--- src/rtl/led_drv_pkg.sv ---
// Shared constants for the green-LED driver: register map, CTRL bit positions
// and register reset values.
package led_drv_pkg;

  typedef logic [1:0] reg_addr_t;

  localparam reg_addr_t ADDR_CTRL   = 2'd0;
  localparam reg_addr_t ADDR_BRIGHT = 2'd1;
  localparam reg_addr_t ADDR_BLINK  = 2'd2;
  localparam reg_addr_t ADDR_STATUS = 2'd3;

  localparam int CTRL_ENABLE     = 0;
  localparam int CTRL_BLINK_EN   = 1;
  localparam int CTRL_STRETCH_EN = 2;

  localparam logic [2:0]  CTRL_RST  = 3'b001;
  localparam logic [15:0] BLINK_RST = 16'd250;

endpackage

--- src/rtl/led_green_driver_if.sv ---
// Avalon-MM style configuration bus shared by the PIO master and the LED driver.
interface led_green_driver_if;
  import led_drv_pkg::*;

  reg_addr_t   address;
  logic        chipselect;
  logic        write_n;
  logic [31:0] writedata;
  logic [31:0] readdata;

  modport master (
    output address, chipselect, write_n, writedata,
    input  readdata
  );

  modport slave (
    input  address, chipselect, write_n, writedata,
    output readdata
  );

endinterface

--- src/rtl/led_pulse_stretch.sv ---
// One LED lane: holds the lane on for STRETCH_TICKS ticks after its request
// drops, so single-cycle software pulses remain visible.
module led_pulse_stretch #(
  parameter int STRETCH_TICKS = 50
) (
  input  logic clk,
  input  logic reset,
  input  logic led_q,
  input  logic tick,
  input  logic stretch_en,
  output logic stretched
);

  localparam int CNT_W = (STRETCH_TICKS < 1) ? 1 : $clog2(STRETCH_TICKS + 1);
  localparam logic [CNT_W-1:0] CNT_LOAD = CNT_W'(STRETCH_TICKS);

  localparam logic [0:0] ST_IDLE = 1'b0;
  localparam logic [0:0] ST_HOLD = 1'b1;

  logic [0:0]       state;
  logic [CNT_W-1:0] cnt;

  // A high request (new or retriggered) always reloads; decay runs on ticks only.
  always_ff @(posedge clk or posedge reset) begin
    if (reset) begin
      state <= ST_IDLE;
      cnt   <= '0;
    end else if (!stretch_en) begin
      state <= ST_IDLE;
      cnt   <= '0;
    end else if (led_q) begin
      state <= ST_HOLD;
      cnt   <= CNT_LOAD;
    end else if (state == ST_HOLD) begin
      if (cnt == '0) begin
        state <= ST_IDLE;
      end else if (tick) begin
        cnt <= cnt - 1'b1;
      end
    end
  end

  assign stretched = led_q | (stretch_en & (state == ST_HOLD));

endmodule

--- src/rtl/led_green_driver.sv ---
// Green-LED output stage: registers the PIO request, then applies pulse
// stretching, global PWM brightness and optional blinking before the pins.
module led_green_driver #(
  parameter int N_LEDS        = 9,
  parameter int PWM_BITS      = 8,
  parameter int TICK_DIV      = 50000,
  parameter int STRETCH_TICKS = 50
) (
  input  logic              clk,
  input  logic              reset,
  led_green_driver_if.slave bus,
  input  logic [N_LEDS-1:0] led_in,
  output logic [N_LEDS-1:0] led_out
);
  import led_drv_pkg::*;

  localparam int PRE_W = $clog2(TICK_DIV);
  localparam logic [PRE_W-1:0] PRE_MAX = PRE_W'(TICK_DIV - 1);

  logic                wr;
  logic [2:0]          ctrl_q;
  logic [PWM_BITS-1:0] bright_q;
  logic [15:0]         blink_q;
  logic [N_LEDS-1:0]   led_q;
  logic [N_LEDS-1:0]   stretched;
  logic [PRE_W-1:0]    pre_cnt;
  logic                tick;
  logic [PWM_BITS-1:0] pwm_cnt;
  logic                pwm_on;
  logic [15:0]         blk_cnt;
  logic                phase;
  logic                enable;
  logic                blink_en;
  logic                stretch_en;
  logic                unused_wdata;

  assign wr           = bus.chipselect & ~bus.write_n;
  assign enable       = ctrl_q[CTRL_ENABLE];
  assign blink_en     = ctrl_q[CTRL_BLINK_EN];
  assign stretch_en   = ctrl_q[CTRL_STRETCH_EN];
  assign unused_wdata = ^bus.writedata[31:16];

  // Register file; STATUS is read-only so writes to it fall through.
  always_ff @(posedge clk or posedge reset) begin
    if (reset) begin
      ctrl_q   <= CTRL_RST;
      bright_q <= '1;
      blink_q  <= BLINK_RST;
    end else if (wr) begin
      case (bus.address)
        ADDR_CTRL:   ctrl_q   <= bus.writedata[2:0];
        ADDR_BRIGHT: bright_q <= bus.writedata[PWM_BITS-1:0];
        ADDR_BLINK:  blink_q  <= bus.writedata[15:0];
        default:     ;
      endcase
    end
  end

  always_comb begin
    bus.readdata = '0;
    case (bus.address)
      ADDR_CTRL:   bus.readdata = 32'(ctrl_q);
      ADDR_BRIGHT: bus.readdata = 32'(bright_q);
      ADDR_BLINK:  bus.readdata = 32'(blink_q);
      ADDR_STATUS: bus.readdata = 32'(led_out);
      default:     bus.readdata = '0;
    endcase
  end

  always_ff @(posedge clk or posedge reset) begin
    if (reset) begin
      led_q   <= '0;
      pre_cnt <= '0;
      pwm_cnt <= '0;
    end else begin
      led_q   <= led_in;
      pre_cnt <= tick ? '0 : pre_cnt + 1'b1;
      pwm_cnt <= pwm_cnt + 1'b1;
    end
  end

  assign tick   = (pre_cnt == PRE_MAX);
  assign pwm_on = (&bright_q) | (pwm_cnt < bright_q);

  // A BLINK write restarts the blink cycle and beats a same-cycle tick.
  always_ff @(posedge clk or posedge reset) begin
    if (reset) begin
      blk_cnt <= '0;
      phase   <= 1'b1;
    end else if (wr && bus.address == ADDR_BLINK) begin
      blk_cnt <= '0;
      phase   <= 1'b1;
    end else if (!blink_en || blink_q == '0) begin
      blk_cnt <= '0;
      phase   <= 1'b1;
    end else if (tick) begin
      if (blk_cnt == blink_q - 16'd1) begin
        blk_cnt <= '0;
        phase   <= ~phase;
      end else begin
        blk_cnt <= blk_cnt + 16'd1;
      end
    end
  end

  for (genvar i = 0; i < N_LEDS; i++) begin : g_lane
    led_pulse_stretch #(
      .STRETCH_TICKS(STRETCH_TICKS)
    ) u_stretch (
      .clk       (clk),
      .reset     (reset),
      .led_q     (led_q[i]),
      .tick      (tick),
      .stretch_en(stretch_en),
      .stretched (stretched[i])
    );
  end

  always_ff @(posedge clk or posedge reset) begin
    if (reset) begin
      led_out <= '0;
    end else begin
      led_out <= {N_LEDS{enable & phase & pwm_on}} & stretched;
    end
  end

endmodule
--- src/flat_wrapper.sv ---
// flat-port wrapper written by rule: the top's interface ports become plain ports
module led_green_driver_flat import led_drv_pkg::*;
#(
  parameter int N_LEDS        = 9,
  parameter int PWM_BITS      = 8,
  parameter int TICK_DIV      = 50000,
  parameter int STRETCH_TICKS = 50
)
  (clk, reset, led_in, led_out, bus_address, bus_chipselect, bus_write_n, bus_writedata, bus_readdata);
  led_green_driver_if bus_i ();
  input  logic clk;
  input  logic reset;
  input  logic [N_LEDS-1:0] led_in;
  output logic [N_LEDS-1:0] led_out;
  input wire logic [$bits(bus_i.address)-1:0] bus_address;
  input wire logic [$bits(bus_i.chipselect)-1:0] bus_chipselect;
  input wire logic [$bits(bus_i.write_n)-1:0] bus_write_n;
  input wire logic [$bits(bus_i.writedata)-1:0] bus_writedata;
  output wire logic [$bits(bus_i.readdata)-1:0] bus_readdata;
  assign bus_i.address = bus_address;
  assign bus_i.chipselect = bus_chipselect;
  assign bus_i.write_n = bus_write_n;
  assign bus_i.writedata = bus_writedata;
  assign bus_readdata = bus_i.readdata;
  led_green_driver #(.N_LEDS(N_LEDS), .PWM_BITS(PWM_BITS), .TICK_DIV(TICK_DIV), .STRETCH_TICKS(STRETCH_TICKS)) u_core (.clk(clk), .reset(reset), .bus(bus_i), .led_in(led_in), .led_out(led_out));
endmodule
--- config.mk ---
export PLATFORM = sky130hd
export DESIGN_NAME = led_green_driver_flat
export DESIGN_NICKNAME = d
export VERILOG_FILES = /design/src/rtl/led_drv_pkg.sv /design/src/rtl/led_green_driver_if.sv /design/src/rtl/led_pulse_stretch.sv /design/src/rtl/led_green_driver.sv /design/src/flat_wrapper.sv
export SDC_FILE = /design/constraint.sdc
export NUM_CORES = 1
export LEC_CHECK = 0
export ABC_AREA = 1
export CORE_ASPECT_RATIO = 2
export CORE_MARGIN = 5
export CORE_UTILIZATION = 36
export DETAILED_ROUTE_END_ITERATION = 16
export PLACE_DENSITY = 0.63
export SLEW_MARGIN = 20
export SYNTH_ARGS = -nofsm -noshare
export SYNTH_HDL_FRONTEND = slang
export SYNTH_SLANG_ARGS = --single-unit
--- constraint.sdc ---
create_clock -name clk -period 6.36 [get_ports clk]
set_input_delay 1.272 -clock clk [delete_from_list [all_inputs] [get_ports clk]]
set_output_delay 1.272 -clock clk [all_outputs]
set_load 0.01 [all_outputs]
==> results of run 1 <==
## worst min-delay path by stage
stage	startpoint	endpoint	slack, ns	cells after the start
final	u_core.pre_cnt[0]	u_core.pre_cnt[0]	0.47	1
after global placement	u_core.pre_cnt[0]	u_core.pre_cnt[0]	0.46	1
after detailed placement	u_core.pre_cnt[0]	u_core.pre_cnt[0]	0.46	1
after global routing	u_core.pre_cnt[0]	u_core.pre_cnt[0]	0.49	1
after floorplan	u_core.pre_cnt[0]	u_core.pre_cnt[0]	0.43	1
after CTS	u_core.pre_cnt[0]	u_core.pre_cnt[0]	0.47	1
## synthesized netlist by cell type (all sizes together)
cell type  instances  area, um2
xor2              22        193
a21oi             42        210
ha                29        363
o2111ai            3       26.3
nor3b             21        193
dfstp             16        420
o211ai             6       45.0
clkbuf             6       22.5
nor2             107        460
inv              170        638
dfrtp            133       3330
nor3              35        185
nand2            189        764
nand4             36        231
nand3             54        368
o22ai             28        175
o21ai             73        369
a31oi              1       6.26
or2                1       6.26
conb               1       3.75
and2               1       6.26
nand3b             7       52.6
xnor2             11       96.3
clkinv             3       16.3
nor4              13        111
and3               1       6.26
buf               21        168
## layer usage
metal  share of wire  wire, um  track usage
met1            0.37      7450        0.154
met2            0.55     11100        0.300
met3           0.038       781       0.0347
met4           0.045       919       0.0868
met5               0         0            0
## critical path, cell delays in order
cell and delay [ns]:
sky130_fd_sc_hd__clkdlybuf4s50_1 0.50, sky130_fd_sc_hd__inv_1 0.07, sky130_fd_sc_hd__nor2_1 0.54, sky130_fd_sc_hd__nand2_1 0.15, sky130_fd_sc_hd__o2111ai_1 0.20, sky130_fd_sc_hd__clkdlybuf4s50_1 0.60
## power by group through the flow
| stage | combinational (mW) | clock [mW] | sequential, mW |
|---|---|---|---|
| 6_report | 0.701 | 1.02 | 1.17 |
| 5_1_grt | 0.809 | 1.08 | 1.19 |
| 4_1_cts | 0.710 | 1.04 | 1.18 |
| 3_5_place_dp | 0.706 | 0 | 1.19 |
| 3_3_place_gp | 0.693 | 0 | 1.19 |
| 2_1_floorplan | 0.524 | 0 | 1.16 |
## layout make-up
| class | count | area [um2] |
|---|---|---|
| clock inverters | 11 | 126 |
| well taps | 283 | 354 |
| clock buffers | 21 | 470 |
| flip-flops and latches | 149 | 3750 |
| multi-input cells | 696 | 3930 |
| repair buffers | 58 | 573 |
| inverters | 173 | 659 |
| fillers | 2289 | 13400 |
## stage by stage
stage / total power, mW / cells / area, um2
2_1_floorplan: 1.68 / 1045 / 8520
6_report: 2.89 / 1391 / 9860
4_1_cts: 2.93 / 1391 / 9860
5_1_grt: 3.08 / 1391 / 9860
3_5_place_dp: 1.90 / 1359 / 9260
3_3_place_gp: 1.88 / 1359 / 9260
## registers in the layout, summed over array words and instances, names as in the netlist
register,flops
u_core.g_lane.u_stretch.cnt,54
u_core.blink_q,16
u_core.blk_cnt,16
u_core.pre_cnt,16
u_core.g_lane.u_stretch.state,9
u_core.led_out,9
u_core.led_q,9
u_core.bright_q,8
u_core.pwm_cnt,8
u_core.ctrl_q,3
u_core.phase,1
## cells by family (layout without fill, tap and decap cells)
logic type	after synthesis	count (layout)	synth area share
compound gates	153	153	0.0983
xor+xnor	33	33	0.0341
fa+ha+maj	29	29	0.0429
buf+inv	200	263	0.0998
flops	149	149	0.443
other cells	1	16	0.000443
simple gates	465	465	0.282
==> run summary, run 1 <==
================================================================================
Status                                                              complete, no violations
Fraction of layout cells with a size suffix above 1                       0.0966
Total negative slack                                                        0 ns
Data arrival time of the critical path                                   3.33 ns
Kind of critical path                                                  in -> out
Starting DRC count in detailed routing                                       418
Register bit total from synthesis                                            149
Vias after detailed routing                                                 6935
Net total in the final layout                                               1171
Deepest level of the CTS H-tree                                                4
Leakage power figure                                                     4.48 nW
Clock transition at path regs                                            0.06 ns
CTS Hold Bufs                                                                  0
Minimum setup slack after placement                                      1.80 ns
Inserted Clock Buffers                                                        17
Half-perimeter wire length after detailed placement                     15500 um
Die area                                                               26900 um2
Worst max-slew margin expressed relative to the limit                      0.464
Launch point of the worst reg-to-reg path                           u_core.pre_cnt[0]
Synth unique cells                                                            46
Global-route usage over all layers                                         0.157
Post-CTS Setup Inserts                                                         0
Reg2Reg Depth                                                                 11
Wire length of the first global-routing pass                            33800 um
Setup violators final                                                          0
Slew Limit Fails                                                               0
Sinks on the clock net                                                       149
Max Clock Skew                                                        0.00966 ns
CP Capture Point                                                    bus_readdata[0]
Clock share of power                                                       0.351
Initial core utilization                                                   0.364
Die width                                                                 118 um
Leading cell type in the layout, fill and taps excluded             sky130_fd_sc_hd__nand2_1
Share of the yosys chip area belonging to registers                        0.443
Number of max-cap violations                                                   0
Worst Hold Margin                                                       0.466 ns
Setup repair after global routing missed its margin                        false
Worst-case setup margin in the final layout                              1.76 ns
Cell-internal power                                                      1.93 mW
Count of TritonRoute iterations in the first routing pass                      5
Area Overhead vs Synth                                                     16.5%
I/O pins                                                                      88
Pin count of the biggest net entering global routing                          84
Yosys warning total                                                            0
Avg Cell Area, Syn                                                      8.22 um2
Shortest clock period the worst path allows after layout                 4.60 ns
Average wire per cell in the routed design                               14.6 um
Die outline height                                                        227 um
Minimum setup slack among reg-to-reg paths                               3.93 ns
Num rows                                                                      79
RR Endpoint                                                         u_core.g_lane[7].u_stretch.cnt[1]
Transition time at the pin with the least slew margin                   0.804 ns
Max Clock Freq                                                         0.217 GHz
Critical path origin                                                bus_address[0]
Total grt overflow                                                             0
Crit path capture type                                              primary output
Share of the core filled with cells in the final layout                    0.425
Sequential fraction of design power                                        0.406
Buffer cell driving the clock tree root                             sky130_fd_sc_hd__clkbuf_16
Final WL                                                                20300 um
Startpoint Class                                                    primary input
Post-synthesis cell count                                                   1030
Longest Clk Path Bufs                                                          2
Routability cong.                                                          0.909
Final cycle utilization of the critical path                               0.723
Buffers on Ports                                                              55
Combinational share of power                                               0.242
WP data required                                                         5.09 ns
Commonest cells after routing, fill and taps aside                  171 x sky130_fd_sc_hd__nand2_1, 166 x sky130_fd_sc_hd__inv_1, 133 x sky130_fd_sc_hd__dfrtp_1
Maximum VDD drop                                                        0.176 mV
Tightest Hold Check Type                                              reg -> reg
Number of global-route vias before repair                                   7086
Post-detailed-route via-to-cell ratio                                       4.99
Worst-skew pair later-pin latency                                        0.43 ns
Count of cells resized by post-cts repair                                      0
TritonCTS clock tree                                                        done
Switching power total                                                   0.958 mW
Switching part of the total                                                0.331
Post-route DRC                                                                 0
Number of antenna diodes                                                       0
Number of antenna violations at the first check in global routing              0
Max Fanout on Critical Path                                                    9
Core Footprint                                                         23200 um2
Total standard cell area after synthesis                                8470 um2
Number of nets still failing antenna checks after routing                      0
Total power density per cell area                                     293 nW/um2
Count of final hold-check violations                                           0
================================================================================
No activity file was read; power rests on OpenSTA's default activity.
==> run 2, diff against run 1 <==
Clock period 6.36 ns to 4.59 ns, I/O delays scaled along.
==> run summary, run 2 (synthesis gave the netlist of run 1 again) <==
================================================================================
Number of max-cap violations                                                   0   unchanged
Reg2Reg Depth                                                                 11   unchanged
Post-route DRC                                                                 0   unchanged
Commonest cells after routing, fill and taps aside                  171 x sky130_fd_sc_hd__nand2_1, 166 x sky130_fd_sc_hd__inv_1, 133 x sky130_fd_sc_hd__dfrtp_1   unchanged
Max reg flops                                                                 54   unchanged
Half-perimeter wire length after detailed placement                     15000 um   was 15500 um
Shortest clock period the worst path allows after layout                 3.75 ns
Area Overhead vs Synth                                                     17.0%   was 16.5%
Total power                                                              4.08 mW   was 2.89 mW
Num rows                                                                      79   unchanged
Final WL                                                                19900 um   was 20300 um
Setup repair after global routing missed its margin                        false   unchanged
Setup violators final                                                          0   unchanged
Leading cell type in the layout, fill and taps excluded             sky130_fd_sc_hd__nand2_1   unchanged
Initial core utilization                                                   0.364   unchanged
Slew Limit Fails                                                               0   unchanged
Die outline height                                                        227 um   unchanged
DP Cell Count                                                               1359   unchanged
Worst max-slew margin expressed relative to the limit                      0.448   was 0.464
Fill cell instance count of the final layout                                2315   was 2289
Total negative slack                                                        0 ns   unchanged
Max Fanout on Critical Path                                                    9   unchanged
Deepest level of the CTS H-tree                                                4   unchanged
Leakage power figure                                                     4.51 nW   was 4.48 nW
Routability cong.                                                          0.870   was 0.909
Post-CTS Setup Inserts                                                         0   unchanged
Crit path capture type                                              primary output   unchanged
Total grt overflow                                                             0   unchanged
CP Capture Point                                                    bus_readdata[0]   unchanged
Net total in the final layout                                               1171   unchanged
Worst-skew pair later-pin latency                                        0.43 ns   about the same
Worst hold path depth                                                          1   unchanged
Count of TritonRoute iterations in the first routing pass                      4   was 5
Status                                                              complete, no violations   unchanged
Count of cells resized by post-cts repair                                      0   unchanged
Crit path top cell by count                                         sky130_fd_sc_hd__clkdlybuf4s50_1   unchanged
Number of antenna violations at the first check in global routing              0   unchanged
RR Endpoint                                                         u_core.g_lane[7].u_stretch.cnt[1]   unchanged
Average wire per cell in the routed design                               14.3 um   was 14.6 um
Sinks on the clock net                                                       149   unchanged
Hold Startpoint                                                     u_core.pre_cnt[0]   unchanged
Die width                                                                 118 um   unchanged
Startpoint Class                                                    primary input   unchanged
Data arrival time of the critical path                                   2.83 ns   was 3.33 ns
Wire length of the first global-routing pass                            33300 um   was 33800 um
Total power density per cell area                                     412 nW/um2   was 293 nW/um2
Starting DRC count in detailed routing                                       205   was 418
Minimum setup slack among reg-to-reg paths                               2.12 ns   was 3.93 ns
Tightest Hold Check Type                                              reg -> reg   unchanged
Global-route usage over all layers                                         0.154   was 0.157
Core Footprint                                                         23200 um2   unchanged
Max Clock Freq                                                         0.267 GHz
WP data required                                                         3.67 ns   was 5.09 ns
Final cycle utilization of the critical path                               0.817
Post-detailed-route via-to-cell ratio                                       4.95   was 4.99
Fraction of layout cells with a size suffix above 1                       0.0948   was 0.0966
Number of global-route vias before repair                                   7014   was 7086
Minimum setup slack after placement                                     0.821 ns   was 1.80 ns
Crit-path cells                                                     clkdlybuf4s50_1 > inv_1 > nor2_1 > nand2_1 > o2111ai_1 > clkdlybuf4s50_1   unchanged
Worst Hold Margin                                                       0.456 ns   was 0.466 ns
Kind of critical path                                                  in -> out   unchanged
TritonCTS clock tree                                                        done   unchanged
Launch point of the worst reg-to-reg path                           u_core.pre_cnt[0]   unchanged
Biggest register                                                    u_core.g_lane.u_stretch.cnt   unchanged
Maximum VDD drop                                                        0.274 mV   was 0.176 mV
Worst-case setup margin in the final layout                             0.839 ns   was 1.76 ns
Count of final hold-check violations                                           0   unchanged
Transition time at the pin with the least slew margin                   0.828 ns   was 0.804 ns
Post-route non-filler standard cell count                                   1391   unchanged
Buffers on Ports                                                              55   unchanged
CTS Hold Bufs                                                                  0   unchanged
Buffer cell driving the clock tree root                             sky130_fd_sc_hd__clkbuf_16   unchanged
Max Clock Skew                                                        0.00495 ns   was 0.00966 ns
Cell with the largest stage delay on the worst path                 sky130_fd_sc_hd__clkdlybuf4s50_1   unchanged
I/O pins                                                                      88   unchanged
Clock transition at path regs                                            0.06 ns   about the same
Largest stage delay on the critical path                                 0.60 ns   about the same
Number of nets still failing antenna checks after routing                      0   unchanged
Critical path origin                                                bus_address[0]   unchanged
Longest Clk Path Bufs                                                          2   unchanged
Number of antenna diodes                                                       0   unchanged
Pin count of the biggest net entering global routing                         150   was 84
Die area                                                               26900 um2   unchanged
Inserted Clock Buffers                                                        17   unchanged
Vias after detailed routing                                                 6890   was 6935
================================================================================
-- run 2: cell types whose count changed in the layout (fill, tap and decap cells not counted) --
| cell | delta |
|---|---|
| sky130_fd_sc_hd__clkinv_4 | -2 |
| sky130_fd_sc_hd__buf_4 | -1 |
| sky130_fd_sc_hd__buf_12 | +1 |
| sky130_fd_sc_hd__bufinv_16 | +2 |
| sky130_fd_sc_hd__clkinv_2 | +2 |
| sky130_fd_sc_hd__clkinvlp_4 | -3 |
| sky130_fd_sc_hd__inv_6 | -1 |
| sky130_fd_sc_hd__clkbuf_1 | +2 |
-- run 2: per-layer routing --
layer	GRT usage	vias to the layer above	share of wire
li1	-	3486	-
met1	0.157	3251	0.37
met2	0.295	112	0.55
met3	0.0300	41	0.033
met4	0.0758	0	0.039
met5	0	-	0
-- run 2: critical path, delay by kind of cell --
family	cells	cell delay (ns)
and+or+nand+nor	2	0.55
buffers and inverters	3	1.17
AOI/OAI and AO/OA	1	0.19
-- run 2: worst min-delay path by stage --
stage	slack [ns]	endpoint
after floorplan	0.43	u_core.pre_cnt[0]
after global placement	0.45	u_core.pre_cnt[0]
after detailed placement	0.45	u_core.pre_cnt[0]
after CTS	0.46	u_core.pre_cnt[0]
after global routing	0.49	u_core.pre_cnt[0]
final	0.46	u_core.pre_cnt[0]
-- run 2: cell type report --
type                    count  area (um2)  area share
flip-flops and latches    149        3750       0.379
clock inverters             9         149      0.0150
clock buffers              23         478      0.0483
well taps                 283         354      0.0358
multi-input cells         696        3930       0.397
inverters                 173         658      0.0665
repair buffers             58         586      0.0591
-- run 2: power breakdown --
part / leakage (nW) / switching, mW / internal (mW)
registers: 1.91 / 0.148 / 1.49
logic: 2.28 / 0.609 / 0.352
clock network: 0.311 / 0.537 / 0.950
-- run 2: metrics by stage --
step / utilization / instance area, um2
final: 0.426 / 9900
after global routing: 0.426 / 9900
after CTS: 0.426 / 9900
after detailed placement: 0.399 / 9280
after global placement: 0.399 / 9280
after floorplan: - / 8530
==> run 3, diff against run 2 <==
Clock period 4.59 ns to 3.5 ns, I/O delays scaled along.
==> run summary, run 3 (synthesis gave the netlist of run 1 again) <==
================================================================================
Slew Limit Fails                                                               0   unchanged
Tightest Hold Check Type                                              reg -> reg   unchanged
Number of global-route vias before repair                                   7214   was 7014
Max Fanout on Critical Path                                                   13   was 9
Total grt overflow                                                             0   unchanged
Half-perimeter wire length after detailed placement                     15800 um   was 15000 um
Wire length of the first global-routing pass                            34300 um   was 33300 um
CTS Hold Bufs                                                                  0   unchanged
Leading cell type in the layout, fill and taps excluded             sky130_fd_sc_hd__nand2_1   unchanged
Commonest cells after routing, fill and taps aside                  171 x sky130_fd_sc_hd__nand2_1, 166 x sky130_fd_sc_hd__inv_1, 133 x sky130_fd_sc_hd__dfrtp_1   unchanged
Buffers on Ports                                                              55   unchanged
Count of TritonRoute iterations in the first routing pass                      4   unchanged
Longest Clk Path Bufs                                                          2   unchanged
Fraction of layout cells with a size suffix above 1                       0.0996   was 0.0948
Leakage power figure                                                     4.53 nW   was 4.51 nW
Max Clock Skew                                                         0.0103 ns   was 0.00495 ns
Sinks on the clock net                                                       149   unchanged
Post-route DRC                                                                 0   unchanged
Number of nets still failing antenna checks after routing                      0   unchanged
Starting DRC count in detailed routing                                       286   was 205
Startpoint Class                                                    primary input   unchanged
Number of antenna diodes                                                       0   unchanged
Core Footprint                                                         23200 um2   unchanged
Buffer cell driving the clock tree root                             sky130_fd_sc_hd__clkbuf_16   unchanged
Biggest register                                                    u_core.g_lane.u_stretch.cnt   unchanged
Final cycle utilization of the critical path                               0.901
Transition time at the pin with the least slew margin                   0.746 ns   was 0.828 ns
Post-CTS Setup Inserts                                                         0   unchanged
Maximum VDD drop                                                        0.375 mV   was 0.274 mV
Die area                                                               26900 um2   unchanged
Post-detailed-route via-to-cell ratio                                       5.05   was 4.95
Average wire per cell in the routed design                               14.8 um   was 14.3 um
Worst Hold Margin                                                       0.467 ns   was 0.456 ns
Deepest level of the CTS H-tree                                                4   unchanged
Total power density per cell area                                     537 nW/um2   was 412 nW/um2
Num rows                                                                      79   unchanged
Worst max-slew margin expressed relative to the limit                      0.503   was 0.448
Net total in the final layout                                               1177   was 1171
Data arrival time of the critical path                                   2.45 ns   was 2.83 ns
Max Clock Freq                                                         0.317 GHz
Setup violators final                                                          0   unchanged
Total negative slack                                                        0 ns   unchanged
WP data required                                                         2.80 ns   was 3.67 ns
Routability cong.                                                          0.861   was 0.870
Shortest clock period the worst path allows after layout                 3.15 ns
Setup repair after global routing missed its margin                        false   unchanged
Worst-skew pair later-pin latency                                        0.43 ns   about the same
Count of final hold-check violations                                           0   unchanged
Global-route usage over all layers                                         0.157   was 0.154
Kind of critical path                                                  in -> out   unchanged
Final WL                                                                20600 um   was 19900 um
Number of antenna violations at the first check in global routing              0   unchanged
Clock transition at path regs                                            0.05 ns   was 0.06 ns
Number of max-cap violations                                                   0   unchanged
TritonCTS clock tree                                                        done   unchanged
Die width                                                                 118 um   unchanged
Status                                                              complete, no violations   unchanged
Pin count of the biggest net entering global routing                          56   was 150
Initial core utilization                                                   0.364   unchanged
Vias after detailed routing                                                 7060   was 6890
I/O pins                                                                      88   unchanged
Inserted Clock Buffers                                                        17   unchanged
Count of cells resized by post-cts repair                                      0   unchanged
Area Overhead vs Synth                                                     17.7%   was 17.0%
Die outline height                                                        227 um   unchanged
Crit path capture type                                              primary output   unchanged
Max reg flops                                                                 54   unchanged
Share of the core filled with cells in the final layout                    0.429   was 0.426
Minimum setup slack among reg-to-reg paths                               0.88 ns   was 2.12 ns
================================================================================
run 3: area by class of cell:
class	instances	area [um2]
Tap cell	283	354
Sequential cell	149	3750
Fill cell	2322	13300
Timing Repair Buffer	64	656
Multi-Input combinational cell	696	3930
Clock buffer	20	437
Inverter	173	658
Clock inverter	12	179
run 3: final timing paths:
kind                                   start                                 to  cells after the start
setup / recovery              bus_address[0]                    bus_readdata[1]                      5
hold / removal             u_core.pre_cnt[0]                  u_core.pre_cnt[0]                      1
setup reg to reg            u_core.ctrl_q[2]  u_core.g_lane[0].u_stretch.cnt[5]                      6
hold reg to reg            u_core.pre_cnt[0]                  u_core.pre_cnt[0]                      1
max in group asynchronous              reset                    u_core.led_q[3]                      3
min in group asynchronous              reset  u_core.g_lane[4].u_stretch.cnt[1]                      2
run 3: worst max-delay path: stages:
cell and delay (ns):
sky130_fd_sc_hd__clkdlybuf4s50_1 0.49, sky130_fd_sc_hd__inv_1 0.12, sky130_fd_sc_hd__nand2_2 0.20, sky130_fd_sc_hd__o2111ai_1 0.34
sky130_fd_sc_hd__clkdlybuf4s50_1 0.60
run 3: per-stage QoR:
step | power, mW | instances | area (um2) | setup slack, ns
finish | 5.35 | 1397 | 9960 | 0.347
global route | 5.68 | 1397 | 9960 | 0.285
CTS | 5.41 | 1397 | 9960 | 0.304
detailed placement | 3.45 | 1365 | 9350 | 0.307
global placement | 3.42 | 1365 | 9350 | 0.312
floorplan | 3.05 | 1045 | 8530 | 0.938
run 3: power by group:
group | switching, mW | internal (mW)
Sequential | 0.193 | 1.95
Combinational | 0.811 | 0.469
Clock | 0.733 | 1.20
run 3: routing by layer:
metal,global-route usage,vias up,part of all wire
met1,0.155,3391,0.37
met2,0.303,139,0.55
met5,0,-,0
met4,0.0817,0,0.042
li1,-,3487,-
met3,0.0349,43,0.037
